File: src/rtl/adder_pkg.sv
// Shared widths, latencies and types for the adder stream controller.
package adder_pkg;
    localparam int DATA_W     = 64;
    localparam int SUM_W      = DATA_W + 1;
    localparam int LO_W       = 32;
    localparam int LO_LAT     = 1;
    localparam int HI_LAT     = 2;
    localparam int FIFO_DEPTH = 4;
    localparam int HOLD_D     = HI_LAT - LO_LAT;
    localparam int CNT_W      = $clog2(FIFO_DEPTH) + 1;
    localparam int CRD_W      = $clog2(FIFO_DEPTH + HI_LAT + 1);

    typedef logic [SUM_W-1:0] sum_t;

    // Credits held = results already buffered plus results still in the core.
    function automatic logic [CRD_W-1:0] credits_used(input logic [CNT_W-1:0] cnt,
                                                      input logic [HI_LAT:1]  vld);
        logic [CRD_W-1:0] n;
        n = CRD_W'(cnt);
        for (int i = 1; i <= HI_LAT; i++) n = n + CRD_W'(vld[i]);
        return n;
    endfunction
endpackage

File: src/rtl/result_fifo.sv
// Show-ahead FIFO with a registered head word; wrap-bit pointers for full/empty.
module result_fifo #(
    parameter  int WIDTH = 65,
    parameter  int DEPTH = 4,
    localparam int AW    = $clog2(DEPTH),
    localparam int CW    = AW + 1
) (
    input  logic             clk,
    input  logic             reset,
    input  logic             push,
    input  logic [WIDTH-1:0] push_data,
    input  logic             pop,
    output logic [WIDTH-1:0] head_data,
    output logic             full,
    output logic             empty,
    output logic [CW-1:0]    count
);
    logic [WIDTH-1:0] mem_q [DEPTH];
    logic [CW-1:0]    wr_q, wr_d, rd_q, rd_d;
    logic [WIDTH-1:0] head_q, head_d;
    logic             do_push, do_pop;

    assign empty     = (wr_q == rd_q);
    assign full      = (wr_q[AW] != rd_q[AW]) && (wr_q[AW-1:0] == rd_q[AW-1:0]);
    assign count     = wr_q - rd_q;
    assign head_data = head_q;
    assign do_push   = push && !full;
    assign do_pop    = pop && !empty;

    // The head register is reloaded with whatever will sit at the read pointer next cycle;
    // a push into an empty FIFO becomes visible one cycle later (no fall-through).
    always_comb begin
        wr_d   = wr_q + CW'(do_push);
        rd_d   = rd_q + CW'(do_pop);
        head_d = head_q;
        if (rd_d != wr_d) begin
            if (do_push && (rd_d == wr_q)) head_d = push_data;
            else                           head_d = mem_q[rd_d[AW-1:0]];
        end
    end

    always_ff @(posedge clk or posedge reset) begin
        if (reset) begin
            wr_q   <= '0;
            rd_q   <= '0;
            head_q <= '0;
        end else begin
            wr_q   <= wr_d;
            rd_q   <= rd_d;
            head_q <= head_d;
        end
    end

    always_ff @(posedge clk) begin
        if (do_push) mem_q[wr_q[AW-1:0]] <= push_data;
    end
endmodule

File: src/rtl/adder_stream_ctrl.sv
// Valid/ready wrapper for the external two-stage adder: tracks issues through the core,
// realigns the skewed sum lanes and buffers results behind a credit check.
module adder_stream_ctrl
    import adder_pkg::*;
(
    input  logic              clk,
    input  logic              reset,
    input  logic              in_valid,
    output logic              in_ready,
    input  logic [DATA_W-1:0] in_a,
    input  logic [DATA_W-1:0] in_b,
    output logic [DATA_W-1:0] add_a,
    output logic [DATA_W-1:0] add_b,
    input  logic [SUM_W-1:0]  add_sum,
    output logic              out_valid,
    input  logic              out_ready,
    output logic [SUM_W-1:0]  out_sum
);
    logic [HI_LAT:1] vld_q, vld_d;
    logic            rdy_q;
    logic            issue;
    logic            push;
    logic [LO_W-1:0] lo_word;
    sum_t            push_data;
    logic            fifo_full, fifo_empty;
    logic [CNT_W-1:0] fifo_cnt;

    assign add_a = in_a;
    assign add_b = in_b;

    // rdy_q only holds in_ready low for the first cycle out of reset.
    assign in_ready = rdy_q && (credits_used(fifo_cnt, vld_q) < CRD_W'(FIFO_DEPTH));
    assign issue    = in_valid && in_ready;

    always_comb begin
        vld_d    = vld_q;
        vld_d[1] = issue;
        for (int i = 2; i <= HI_LAT; i++) vld_d[i] = vld_q[i-1];
    end

    always_ff @(posedge clk or posedge reset) begin
        if (reset) begin
            vld_q <= '0;
            rdy_q <= 1'b0;
        end else begin
            vld_q <= vld_d;
            rdy_q <= 1'b1;
        end
    end

    generate
        if (HOLD_D > 0) begin : g_hold
            logic [HOLD_D-1:0][LO_W-1:0] hold_q, hold_d;

            // Each stage advances only with its own tracked operation, so lanes stay paired.
            always_comb begin
                hold_d = hold_q;
                if (vld_q[LO_LAT]) hold_d[0] = add_sum[LO_W-1:0];
                for (int j = 1; j < HOLD_D; j++)
                    if (vld_q[LO_LAT+j]) hold_d[j] = hold_q[j-1];
            end

            always_ff @(posedge clk or posedge reset) begin
                if (reset) hold_q <= '0;
                else       hold_q <= hold_d;
            end

            assign lo_word = hold_q[HOLD_D-1];
        end else begin : g_nohold
            assign lo_word = add_sum[LO_W-1:0];
        end
    endgenerate

    assign push      = vld_q[HI_LAT];
    assign push_data = {add_sum[SUM_W-1:LO_W], lo_word};
    assign out_valid = !fifo_empty;

    result_fifo #(
        .WIDTH (SUM_W),
        .DEPTH (FIFO_DEPTH)
    ) u_fifo (
        .clk       (clk),
        .reset     (reset),
        .push      (push),
        .push_data (push_data),
        .pop       (out_ready),
        .head_data (out_sum),
        .full      (fifo_full),
        .empty     (fifo_empty),
        .count     (fifo_cnt)
    );

    a_no_overflow: assert property (@(posedge clk) disable iff (reset) !(push && fifo_full))
        else $error("result FIFO push while full");
endmodule
File: config.mk
export PLATFORM = sky130hd
export DESIGN_NAME = adder_stream_ctrl
export DESIGN_NICKNAME = d
export VERILOG_FILES = /design/src/rtl/adder_pkg.sv /design/src/rtl/result_fifo.sv /design/src/rtl/adder_stream_ctrl.sv
export SDC_FILE = /design/constraint.sdc
export NUM_CORES = 1
export LEC_CHECK = 0
export BUFFER_PORTS_ARGS = -buffer_cell sky130_fd_sc_hd__clkbuf_2
export CAP_MARGIN = 40
export CORE_MARGIN = 1.5
export CORE_UTILIZATION = 55
export DETAILED_ROUTE_END_ITERATION = 10
export GPL_ROUTABILITY_DRIVEN = 0
export HOLD_SLACK_MARGIN = 0.08
export MAX_ROUTING_LAYER = met4
export PLACE_DENSITY = 0.82
export SYNTH_ARGS = -nofsm -noshare
export SYNTH_HDL_FRONTEND = slang
export SYNTH_SLANG_ARGS = --single-unit
export TNS_END_PERCENT = 50
File: constraint.sdc
create_clock -name clk -period 16.2 [get_ports clk]
set_input_delay 2.43 -clock clk [delete_from_list [all_inputs] [get_ports clk]]
set_output_delay 2.43 -clock clk [all_outputs]
set_load 0.03 [all_outputs]
==> results of run 1 <==
## metrics by stage
| step | setup slack (ns) | instances | util, % | hold slack (ns) |
|---|---|---|---|---|
| 2_1_floorplan | 9.512 | 899 | - | 0.3519 |
| 3_3_place_gp | 10.81 | 1230 | 55.72 | 0.4819 |
| 3_5_place_dp | 10.82 | 1234 | 56.04 | 0.4936 |
| 4_1_cts | 11.05 | 1302 | 60.32 | 0.5076 |
| 5_1_grt | 11.02 | 1302 | 60.32 | 0.5452 |
## Yosys cell counts, drive strengths merged, types with 2 or more instances
cell type	n	share of area, %
inv	6	0.15
and2	2	0.081
clkbuf	23	0.56
o21ai	65	2.3
a32oi	65	3.7
a2bb2oi	65	3.7
ha	8	0.65
mux4	65	9.4
xor2	7	0.40
xnor2	5	0.28
nor3	2	0.065
mux2	32	2.3
nor2	2	0.048
dfrtp	106	17
nand2	2	0.048
buf	174	8.2
and3	2	0.081
edfxtp	260	50
## cell families after synthesis
| family | count (synthesis) | share of synthesized area, % |
|---|---|---|
| flops | 366 | 67.52 |
| buf+inv | 203 | 8.925 |
| compound gates | 198 | 9.830 |
| mux | 97 | 11.78 |
| xor+xnor | 13 | 0.8319 |
| simple gates | 13 | 0.4443 |
| fa+ha+maj | 8 | 0.6462 |
| other cells | 1 | 0.02421 |
## routing by layer
| layer | track usage (%) |
|---|---|
| met2 | 40.16 |
| met4 | 10.60 |
| met3 | 7.726 |
| met1 | 33.08 |
| met5 | - |
==> reports/qor.txt, run 1 <==
Initial Util: 55.76%
postcts setup bufs: 0
num rows: 61
asr flop ratio synth: 28.96%
sequential cell area fraction in the yosys report: 67.52%
post-synth net total: 1104
FF+latch count, synth: 366
Horiz. Die Dim: 170.8 um
CTS buffer count: 37
Mean Syn Cell Area: 17.23 um2
CTS Sinks: 366
clk buf depth: 3
CTS root buffer: clkbuf_16
largest net degree at the start of global routing: 66
Mapped Cells: 899
IO buf count: 135
Yosys Warn Count: 0
Error: [ERROR DRT-0255] Maze Route cannot find path of net in_a[31] in worker of routeBox ( 144900 0 ) ( 170825 48300 ).
Placed Area: 0.01557 mm2
initial antenna violation count: 0
ys flop type: edfxtp_1
die height: 170.8 um
Resized cells post-CTS: 0
EDFF count, synth: 260
# IOs: 392
library cells used by synthesis: 32
grt ovf: 0
H-tree depth: 2
status: aborted with a tool error
Last stage: detailed routing (5_2_route)
vias in the first global route: 8554
global-route wire length before repair: 54.30 mm
# hold bufs at CTS: 0
DP HPWL: 21.78 mm
post-synth design cell area: 0.01549 mm2
GRT Total Usage: 26.20%
==> run 2: changes to the inputs <==
CORE_UTILIZATION = 40   (was 55)
HOLD_SLACK_MARGIN = default   (was 0.08)
MAX_ROUTING_LAYER = default   (was met4)
PLACE_DENSITY = default   (was 0.82)
PLACE_DENSITY_LB_ADDON = 0.15   (was default)
==> run 2 against run 1 <==
  * The flow now finishes without violations
  * Global-route usage is 6.7 points lower
  * Synthesized area stayed put
  * Synthesized cell count stayed put
==> reports/qor.txt, run 2 <==
clock latency on the worst-skew pair: 0.52 ns
# hold bufs at CTS: 0 (unchanged)
die height: 199.8 um (+17%)
postcts setup bufs: 0 (unchanged)
asr flop ratio synth: 28.96% (unchanged)
grt ovf: 0 (unchanged)
Worst Path Max Fanout: 3
CTS root buffer: clkbuf_16
GRT Total Usage: 19.45% (-6.7 points)
max incr delay on CP: 0.44 ns
Via Count: 8133
ys flop type: edfxtp_1
period utilization: 30.29%
clk_skew: 0.01214 ns
most common cell after layout, fill and taps aside: edfxtp_1
nets: 1109
DP HPWL: 22.49 mm (+3.3%)
worst slew pin tran: 0.8249 ns
EDFF count, synth: 260 (unchanged)
FF+latch count, synth: 366 (unchanged)
post-synth design cell area: 0.01549 mm2 (unchanged)
num rows: 71 (+16%)
# IOs: 392 (unchanged)
Max-Cap Viols: 0
CP Capture Type: output port
ratio of cells with drive above 1 in the final layout: 36.08%
slowest cell on the critical path: dfrtp_1
CP startpoint kind: flip-flop
drt initial violations: 578
Mapped Cells: 899 (unchanged)
Area contributors post-synth: edfxtp_1 (50%), dfrtp_1 (17%), mux4_2 (9.4%), buf_4 (6.7%), a2bb2oi_1 (3.7%)
clock slew at reported path FFs: 0.06 ns
most frequent cell after synthesis: edfxtp_1
Mean Syn Cell Area: 17.23 um2 (unchanged)
power per cell area: 258.9 mW/mm2
placed cells: 1373 (+11%)
largest family of logic cells by synthesized area: multiplexers
Fin Setup TNS: 0 ns
Finished Layout Cells: 1446
CTS Sinks: 366 (unchanged)
complex-gate fraction of the synthesized area: 9.830% (unchanged)
library cells used by synthesis: 32 (unchanged)
synth cell count leaders: edfxtp_1 (260), buf_4 (138), dfrtp_1 (106)
Simple-Gate Fraction of Synth Area: 0.4442% (unchanged)
DRC viols: 0
routed len/inst: 26.34 um
IO buf count: 135 (unchanged)
global-route wire length before repair: 56.86 mm (+4.7%)
Post-Route WL: 38.09 mm
most frequent CP cell: ha_1
Yosys Warn Count: 0 (unchanged)
status: finished, final reports clean
fin. max-slew vios: 0
mux contribution to synthesized area: 11.78% (unchanged)
vias in the first global route: 8588 (+0.40%)
Max transition margin: 45.00%
Buf/Inv on CP: 2
First-pass DRT Iterations: 5
Finished Core Util: 45.40%
sequential cell area fraction in the yosys report: 67.52% (unchanged)
initial antenna violation count: 3 (+3)
Lkg Pwr: 0.006076 uW
P&R area growth vs syn: 11.18%
post-synth top area cell: edfxtp_1
Top delay family on crit path: adder cells
CTS tree: done
final worst slack: 11.29 ns
Hold Fails Final Rpt: 0
cell area after layout: 0.01722 mm2
RSZ-0062 raised after global routing: false
dpl ws: 11.08 ns (+0.2602 ns)
FILL cells: 3315
Initial Util: 40.84% (-15 points)
maximum VDD drop: 0.2459 mV
Yosys top cell area share: 50.40% (unchanged)
Placed Area: 0.01590 mm2 (+2.1%)
post-route ant nets: 0
CTS buffer count: 40 (+8.1%)
adder-cell area share of the yosys netlist: 0.6462% (unchanged)
WS Path Type: reg -> out
Vias/cell: 5.624
Resized cells post-CTS: 0 (unchanged)
post-layout minimum cycle time: 4.906 ns
flip-flop count of the largest register after layout: 260
xor/xnor share of the synthesized area: 0.8319% (unchanged)
Max Fclk: 0.2038 GHz
Required @ worst endpoint: 13.77 ns
Core Box Area: 0.03793 mm2
clk buf depth: 3 (unchanged)
Horiz. Die Dim: 199.8 um (+17%)
Worst EP arrival: 2.48 ns
CP cell instances: ha_1 -> inv_1 -> ha_1 -> a21o_1 -> a21oi_1 -> xnor2_1 -> and2_1 -> clkbuf_2
H-tree depth: 2 (unchanged)
# setup viols final: 0
most frequent cells in the layout: edfxtp_1 (260), clkbuf_2 (135), dfrtp_1 (105)
largest net degree at the start of global routing: 63 (-4.5%)
Die ar.: 0.03992 mm2
post-synth net total: 1104 (unchanged)
Worst Hold Class: reg -> reg
-- run 2: kinds of logic after synthesis --
group / Yosys count
compound gates: 198
buf+inv: 203
simple gates: 13
flops: 366
other cells: 1
xor+xnor: 13
mux: 97
fa+ha+maj: 8
-- run 2: power by group --
group / internal [uW] / switching [uW] / total [uW]
Clock: 561 / 353 / 914
Combinational: 869 / 1220 / 2090
Sequential: 1280 / 177 / 1460
-- run 2: worst reg2reg max path: stages (launching register included) --
cell	delay, ns
dfrtp_1	0.49
ha_1	0.39
nand3_1	0.14
and2_1	0.25
ha_4	0.18
ha_4	0.15
xor2_1	0.27
xnor2_2	0.15
buf_4	0.40
buf_12	0.30
nand2_4	0.29
buf_12	0.30
a2bb2oi_1	0.17
-- run 2: per-stage QoR --
stage | hold slack (ns) | power [uW]
5_1_grt | 0.5255 | 4715
6_report | 0.4981 | 4460
4_1_cts | 0.5002 | 4526
3_3_place_gp | 0.4779 | 3488
2_1_floorplan | 0.3519 | 3013
3_5_place_dp | 0.4914 | 3602
-- run 2: final timing paths --
check                                              start                               end  slack, ns  cells past startpoint
worst max-delay path            u_fifo.rd_q[0]$_DFF_PP0_                          in_ready      11.29                      8
worst min-delay path                     rdy_q$_DFF_PP0_                vld_q[1]$_DFF_PP0_       0.50                      1
worst max register to register  u_fifo.wr_q[1]$_DFF_PP0_  u_fifo.head_data[37]$_DFFE_PP0P_      12.61                     12
worst min register to register           rdy_q$_DFF_PP0_                vld_q[1]$_DFF_PP0_       0.50                      1
max in group asynchronous                          reset                vld_q[1]$_DFF_PP0_      12.81                      3
min in group asynchronous                          reset     g_hold.hold_q[25]$_DFFE_PP0P_       2.03                      2
-- run 2: layer usage --
metal	GRT usage [%]	vias to the layer above	part of all wire, %
met1	25.87	4272	42
met2	31.13	300	48
met4	6.210	2	2.6
met3	5.343	88	7.6
li1	-	3471	-
met5	0	-	0.034
-- run 2: area by class of cell --
type	instances	area [um2]	share of cell area [%]
diodes	1	2.502	0.01453
clock buffers	48	1062	6.168
clock inverters	24	261.5	1.518
inverters	6	25.02	0.1453
multi-input cells	330	3737	21.70
flip-flops and latches	366	10460	60.74
well taps	511	639.4	3.712
repair buffers	160	1033	6.001
No activity file was read; power rests on OpenSTA's default activity.
==> run 3: changes to the inputs <==
clock period = 5.1 ns   (was 16.2 ns; I/O delays follow)
==> run 3 against run 2 <==
  * Register-to-register slack worse by 11 ns
  * Die area unchanged
  * Via count up 1.5%
  * Global-route usage up 0.22 points
  * Worst setup slack worse by 9.8 ns
  * Critical path depth up 2
  * Sequential share of layout area down 0.35 points
==> reports/qor.txt, run 3 (same netlist as run 2, synthesis figures left out) <==
DP HPWL: 22.61 mm (+0.52%)
Diodes inserted: 0 (-1)
area of the multi-input gates: 0.003744 mm2 (+0.17%)
CTS Sinks: 366 (unchanged)
most common cell after layout, fill and taps aside: edfxtp_1
Worst Hold Class: in -> async
post-layout minimum cycle time: 3.568 ns
Core Box Area: 0.03793 mm2 (unchanged)
clk_skew: 0.01470 ns (+0.002564 ns)
CTS root buffer: clkbuf_16
Post-Route WL: 38.69 mm (+1.6%)
Resized cells post-CTS: 0 (unchanged)
Finished Core Util: 45.66% (+0.26 points)
period utilization: 69.97%
routed len/inst: 26.70 um (+1.4%)
clock slew at reported path FFs: 0.06 ns (about the same)
nets: 1113 (+0.36%)
DRC viols: 0 (unchanged)
postcts setup bufs: 0 (unchanged)
Max-Cap Viols: 0 (unchanged)
grt ovf: 0 (unchanged)
Combinational Power Share: 47.0% (+0.2 points)
CTS buffer count: 40 (unchanged)
Fin Setup TNS: 0 ns (unchanged)
die height: 199.8 um (unchanged)
max incr delay on CP: 0.69 ns (+0.25 ns)
worst flop-to-flop path startpoint: u_fifo.wr_q[1]$_DFF_PP0_
Via Count: 8254 (+1.5%)
# IOs: 392 (unchanged)
Max Fclk: 0.2802 GHz
sw frac: 39.58% (+0.37 points)
H-tree depth: 2 (unchanged)
fin. max-slew vios: 0 (unchanged)
most frequent CP cell: ha_4
Seq. cell area: 0.01046 mm2 (unchanged)
largest net degree at the start of global routing: 52 (-17%)
power per cell area: 834.8 mW/mm2 (+220%)
most frequent cells in the layout: edfxtp_1 (260), clkbuf_2 (135), dfrtp_1 (105)
worst slew pin tran: 0.7740 ns (-0.05090 ns)
CP cell instances: ha_1 -> nand3_1 -> and2_1 -> ha_4 -> ha_4 -> xor2_1 -> or3_4 -> buf_4 -> o21ai_1 -> a2bb2oi_1
Worst Path Max Fanout: 51 (+48)
CP Launch Point: u_fifo.wr_q[1]$_DFF_PP0_
Lkg Pwr: 0.006130 uW (+0.88%)
hold slack: 0.2513 ns (-0.2468 ns)
post-route ant nets: 0 (unchanged)
flip-flop count of the largest register after layout: 260 (unchanged)
First-pass DRT Iterations: 4 (-1)
cell-internal power: 8737 uW (+220%)
# setup viols final: 0 (unchanged)
# hold bufs at CTS: 0 (unchanged)
setup slack, reg-to-reg: 1.53 ns (-11.08 ns)
Initial Util: 40.84% (unchanged)
reg-to-reg critical path endpoint: u_fifo.head_data[35]$_DFFE_PP0P_
FILL cells: 3312 (-0.090%)
status: finished, final reports clean
vias in the first global route: 8680 (+1.1%)
GRT Total Usage: 19.67% (+0.22 points)
initial antenna violation count: 0 (-3)
drt initial violations: 515 (-11%)
Overall Power: 14460 uW (+220%)
RSZ-0062 raised after global routing: false
Required @ worst endpoint: 5.54 ns (-8.23 ns)
Clk pwr share: 21.4% (+0.9 points)
R2R depth: 10 (-2)
Seq pwr share: 31.6% (-1.1 points)
Switch Pwr: 5724 uW (+230%)
clock latency on the worst-skew pair: 0.53 ns (about the same)
CP Capture Type: flip-flop
Horiz. Die Dim: 199.8 um (unchanged)
Worst EP arrival: 4.01 ns (+1.53 ns)
num rows: 71 (unchanged)
Die ar.: 0.03992 mm2 (unchanged)
Worst setup endpoint: u_fifo.head_data[35]$_DFFE_PP0P_
CP startpoint kind: flip-flop
maximum VDD drop: 0.8311 mV (+240%)
ratio of cells with drive above 1 in the final layout: 37.10% (+1.0 points)
WS Path Type: reg -> reg
IO buf count: 135 (unchanged)
Hold Fails Final Rpt: 0 (unchanged)
slowest cell on the critical path: or3_4
global-route wire length before repair: 57.40 mm (+0.96%)
P&R area growth vs syn: 11.82%
Vias/cell: 5.696 (+1.3%)
clk buf depth: 3 (unchanged)
CTS tree: done
Max transition margin: 48.40% (+3.4 points)
[run 3: cell types whose count changed in the layout (fill, tap and decap cells not counted)]
cell / previous run / this run
clkbuf_8: 1 / 4
nor3b_2: 1 / 0
buf_12: 4 / 2
clkinv_1: 11 / 4
diode_2: 1 / 0
buf_4: 15 / 21
clkinvlp_4: 2 / 4
bufinv_16: 6 / 8
nor3b_4: 0 / 1
[run 3: worst max-delay path: cells and delay by family (launching register included)]
family	cells	cell delay, ns
flops	1	0.50
buf+inv	1	0.31
compound gates	2	0.23
xor+xnor	1	0.26
fa+ha+maj	3	1.17
simple gates	3	0.99
[run 3: metal layers]
layer | part of all wire (%) | global-route usage [%] | vias to the layer above
met5 | 0 | 0 | -
met2 | 48 | 30.71 | 333
li1 | - | - | 3486
met3 | 7.3 | 4.822 | 78
met1 | 42 | 27.01 | 4357
met4 | 2.7 | 6.850 | 0
[run 3: layout make-up]
class	count	area share (%)
clock inverter	21	1.791
timing repair buffer	164	5.995
multi-input combinational	330	21.61
sequential	366	60.39
tap	511	3.691
clock buffer	51	6.371
inverter	6	0.1445
[run 3: worst min-delay path by stage]
| stage | from | end | depth (start not counted) |
|---|---|---|---|
| after floorplan | vld_q[1]$_DFF_PP0_ | vld_q[2]$_DFF_PP0_ | 0 |
| after global routing | reset | g_hold.hold_q[18]$_DFFE_PP0P_ | 2 |
| after CTS | reset | u_fifo.head_data[12]$_DFFE_PP0P_ | 2 |
| after global placement | rdy_q$_DFF_PP0_ | vld_q[1]$_DFF_PP0_ | 1 |
| final | reset | g_hold.hold_q[18]$_DFFE_PP0P_ | 2 |
| after detailed placement | rdy_q$_DFF_PP0_ | vld_q[1]$_DFF_PP0_ | 1 |
[run 3: through the flow]
stage | setup slack (ns) | cell area, um2 | instances
floorplan | -1.206 | 15500 | 899
global placement | 1.574 | 15720 | 1369
detailed placement | 1.520 | 15910 | 1377
CTS | 1.491 | 17320 | 1449
global route | 1.267 | 17320 | 1449
finish | 1.532 | 17320 | 1449
[run 3: power by group through the flow]
stage	Sequential, uW	Combinational [uW]	Clock [uW]
2_1_floorplan	4980	4590	0
3_5_place_dp	4630	6880	0
6_report	4570	6790	3100
5_1_grt	4670	7310	3270
4_1_cts	4580	6900	3170
3_3_place_gp	4630	6610	0
==> run 4: changes to the inputs <==
clock period = 3.1 ns   (was 5.1 ns; I/O delays follow)
==> run 4 against run 3 <==
  * First-iteration DRC count is 0.78% higher
  * Non-clock buffer count is 9 higher
  * Routed wire length is 0.34% lower
  * Worst hold slack worse by 0.21 ns
  * Core utilization is 0.16 points higher
  * Maximum frequency is 19% higher
  * Register-to-register slack worse by 1.4 ns
  * Worst setup slack worse by 1.4 ns
  * Critical path depth stayed put
  * Sequential share of layout area is 0.20 points lower
  * Sequential cell count stayed put
==> reports/qor.txt, run 4 (same netlist as run 2, synthesis figures left out) <==
most frequent cells in the layout: edfxtp_1 (260), clkbuf_2 (135), dfrtp_1 (103)
maximum VDD drop: 0.8559 mV (+3.0%)
clk buf depth: 3 (unchanged)
CTS Sinks: 366 (unchanged)
clock latency on the worst-skew pair: 0.54 ns (about the same)
sw frac: 39.62% (about the same)
# IOs: 392 (unchanged)
power per cell area: 1360 mW/mm2 (+63%)
GRT Total Usage: 19.55% (-0.13 points)
Overall Power: 23650 uW (+64%)
hold slack: 0.04134 ns (-0.2100 ns)
IO buf count: 135 (unchanged)
most common cell after layout, fill and taps aside: edfxtp_1
Lkg Pwr: 0.006155 uW (+0.41%)
Worst EP arrival: 3.40 ns (-0.61 ns)
P&R area growth vs syn: 12.22%
Clk pwr share: 20.3% (-1.1 points)
CP startpoint kind: flip-flop
Core Box Area: 0.03793 mm2 (unchanged)
num rows: 71 (unchanged)
# hold bufs at CTS: 0 (unchanged)
Max transition margin: 49.17% (+0.77 points)
Vias/cell: 5.638 (-1.0%)
Hold Fails Final Rpt: 0 (unchanged)
reg-to-reg critical path endpoint: u_fifo.head_data[61]$_DFFE_PP0P_
placed cells: 1386 (+0.65%)
dpl ws: 0.1484 ns (-1.371 ns)
Max-Cap Viols: 0 (unchanged)
Finished Layout Cells: 1465 (+1.1%)
fin. max-slew vios: 0 (unchanged)
setup slack, reg-to-reg: 0.11 ns (-1.42 ns)
Post-Route WL: 38.56 mm (-0.34%)
postcts setup bufs: 0 (unchanged)
max incr delay on CP: 0.56 ns (-0.13 ns)
worst flop-to-flop path startpoint: u_fifo.rd_q[2]$_DFF_PP0_
worst slew pin tran: 0.7625 ns (-0.01151 ns)
CTS buffer count: 42 (+5.0%)
post-layout minimum cycle time: 2.989 ns (-0.5791 ns)
nets: 1124 (+0.99%)
status: finished, final reports clean
Worst Path Max Fanout: 17 (-67%)
ratio of cells with drive above 1 in the final layout: 37.88% (+0.78 points)
FILL cells: 3365 (+1.6%)
vias in the first global route: 8680 (unchanged)
initial antenna violation count: 1 (+1)
CTS root buffer: clkbuf_16
R2R depth: 10 (unchanged)
clock slew at reported path FFs: 0.06 ns (about the same)
Combinational Power Share: 47.9% (+0.9 points)
Required @ worst endpoint: 3.51 ns (-2.03 ns)
Switch Pwr: 9370 uW (+64%)
Horiz. Die Dim: 199.8 um (unchanged)
DRC viols: 0 (unchanged)
die height: 199.8 um (unchanged)
routed len/inst: 26.32 um (-1.4%)
clk_skew: 0.01311 ns (-0.001595 ns)
CP cell instances: xnor2_1 -> nand3_1 -> and2_1 -> ha_4 -> ha_4 -> xor3_1 -> or3_4 -> buf_12 -> o21ai_0 -> a2bb2oi_1
Initial Util: 40.84% (unchanged)
final worst slack: 0.1106 ns (-1.421 ns)
cell-internal power: 14280 uW (+63%)
drt initial violations: 519 (+0.78%)
Via Count: 8259 (+0.061%)
# setup viols final: 0 (unchanged)
grt ovf: 0 (unchanged)
period utilization: 96.43% (+26 points)
Worst Hold Class: in -> async
slowest cell on the critical path: or3_4
H-tree depth: 2 (unchanged)
Die ar.: 0.03992 mm2 (unchanged)
DP HPWL: 22.81 mm (+0.91%)
First-pass DRT Iterations: 4 (unchanged)
global-route wire length before repair: 57.20 mm (-0.35%)
WS Path Type: reg -> reg
Max Fclk: 0.3345 GHz (+19%)
flip-flop count of the largest register after layout: 260 (unchanged)
Resized cells post-CTS: 0 (unchanged)
post-route ant nets: 0 (unchanged)
largest net degree at the start of global routing: 52 (unchanged)
most frequent CP cell: ha_4
RSZ-0062 raised after global routing: true
CTS tree: done
CP Capture Type: flip-flop
Seq pwr share: 31.8% (+0.2 points)
==> run 4: cell count changes in the layout (fill, tap and decap cells not counted), moves of 2 or more <==
cell and delta:
bufinv_16 -7, buf_4 +3, clkinv_1 -4, clkbuf_1 +9, buf_12 +12, clkinv_2 +3
buf_16 -6, clkbuf_16 +4, dfrtp_2 +2, dfrtp_1 -2
==> run 4: critical path, delay by kind of cell (launching register included) <==
family	cells	cell delay (ns)
compound gates	2	0.30
xor+xnor	2	0.67
fa+ha+maj	2	0.31
buf+inv	1	0.23
flops	1	0.44
simple gates	3	0.89
==> run 4: power groups by stage <==
| stage | Clock, uW | Sequential, uW | Combinational [uW] |
|---|---|---|---|
| 2_1_floorplan | 0 | 8190 | 7600 |
| 3_3_place_gp | 0 | 7610 | 11400 |
| 3_5_place_dp | 0 | 7610 | 11500 |
| 4_1_cts | 4910 | 7530 | 11600 |
| 5_1_grt | 5120 | 7650 | 12200 |
| 6_report | 4800 | 7510 | 11300 |
==> run 4: stage by stage <==
| step | area [um2] | utilization [%] | setup TNS (ns) |
|---|---|---|---|
| 2_1_floorplan | 15560 | - | -52.06 |
| 3_3_place_gp | 16030 | 42.25 | 0 |
| 3_5_place_dp | 16030 | 42.25 | 0 |
| 4_1_cts | 17380 | 45.82 | 0 |
| 5_1_grt | 17380 | 45.82 | -0.03228 |
| 6_report | 17380 | 45.83 | 0 |
==> run 4: how the worst max path moves through the flow <==
stage,from,end,slack [ns],depth (start not counted)
floorplan,reset,u_fifo.wr_q[0]$_DFF_PP0_,-0.40,1
global placement,u_fifo.rd_q[2]$_DFF_PP0_,u_fifo.head_data[0]$_DFFE_PP0P_,0.20,10
detailed placement,u_fifo.rd_q[2]$_DFF_PP0_,u_fifo.head_data[61]$_DFFE_PP0P_,0.15,10
CTS,u_fifo.rd_q[2]$_DFF_PP0_,u_fifo.head_data[61]$_DFFE_PP0P_,0.12,10
global route,u_fifo.rd_q[2]$_DFF_PP0_,u_fifo.head_data[57]$_DFFE_PP0P_,-0.02,10
finish,u_fifo.rd_q[2]$_DFF_PP0_,u_fifo.head_data[61]$_DFFE_PP0P_,0.11,10
==> run 4: final cells by class <==
class	instances	area (um2)	area share (%)
sequential	366	10460	60.19
multi-input combinational	330	3762	21.64
clock buffer	65	1251	7.197
timing repair buffer	173	1136	6.535
tap	511	639.4	3.678
clock inverter	13	103.9	0.5974
inverter	6	25.02	0.1439
antenna	1	2.502	0.01439
==> run 4: layer usage <==
| metal | part of all wire (%) | vias up | wire length [um] | GRT usage, % |
|---|---|---|---|---|
| met5 | 0.029 | - | 11 | 0 |
| met4 | 3.6 | 2 | 1403 | 8.299 |
| met3 | 7.4 | 126 | 2863 | 5.528 |
| met2 | 47 | 312 | 18120 | 29.90 |
| met1 | 42 | 4313 | 16160 | 26.26 |
| li1 | - | 3506 | - | - |
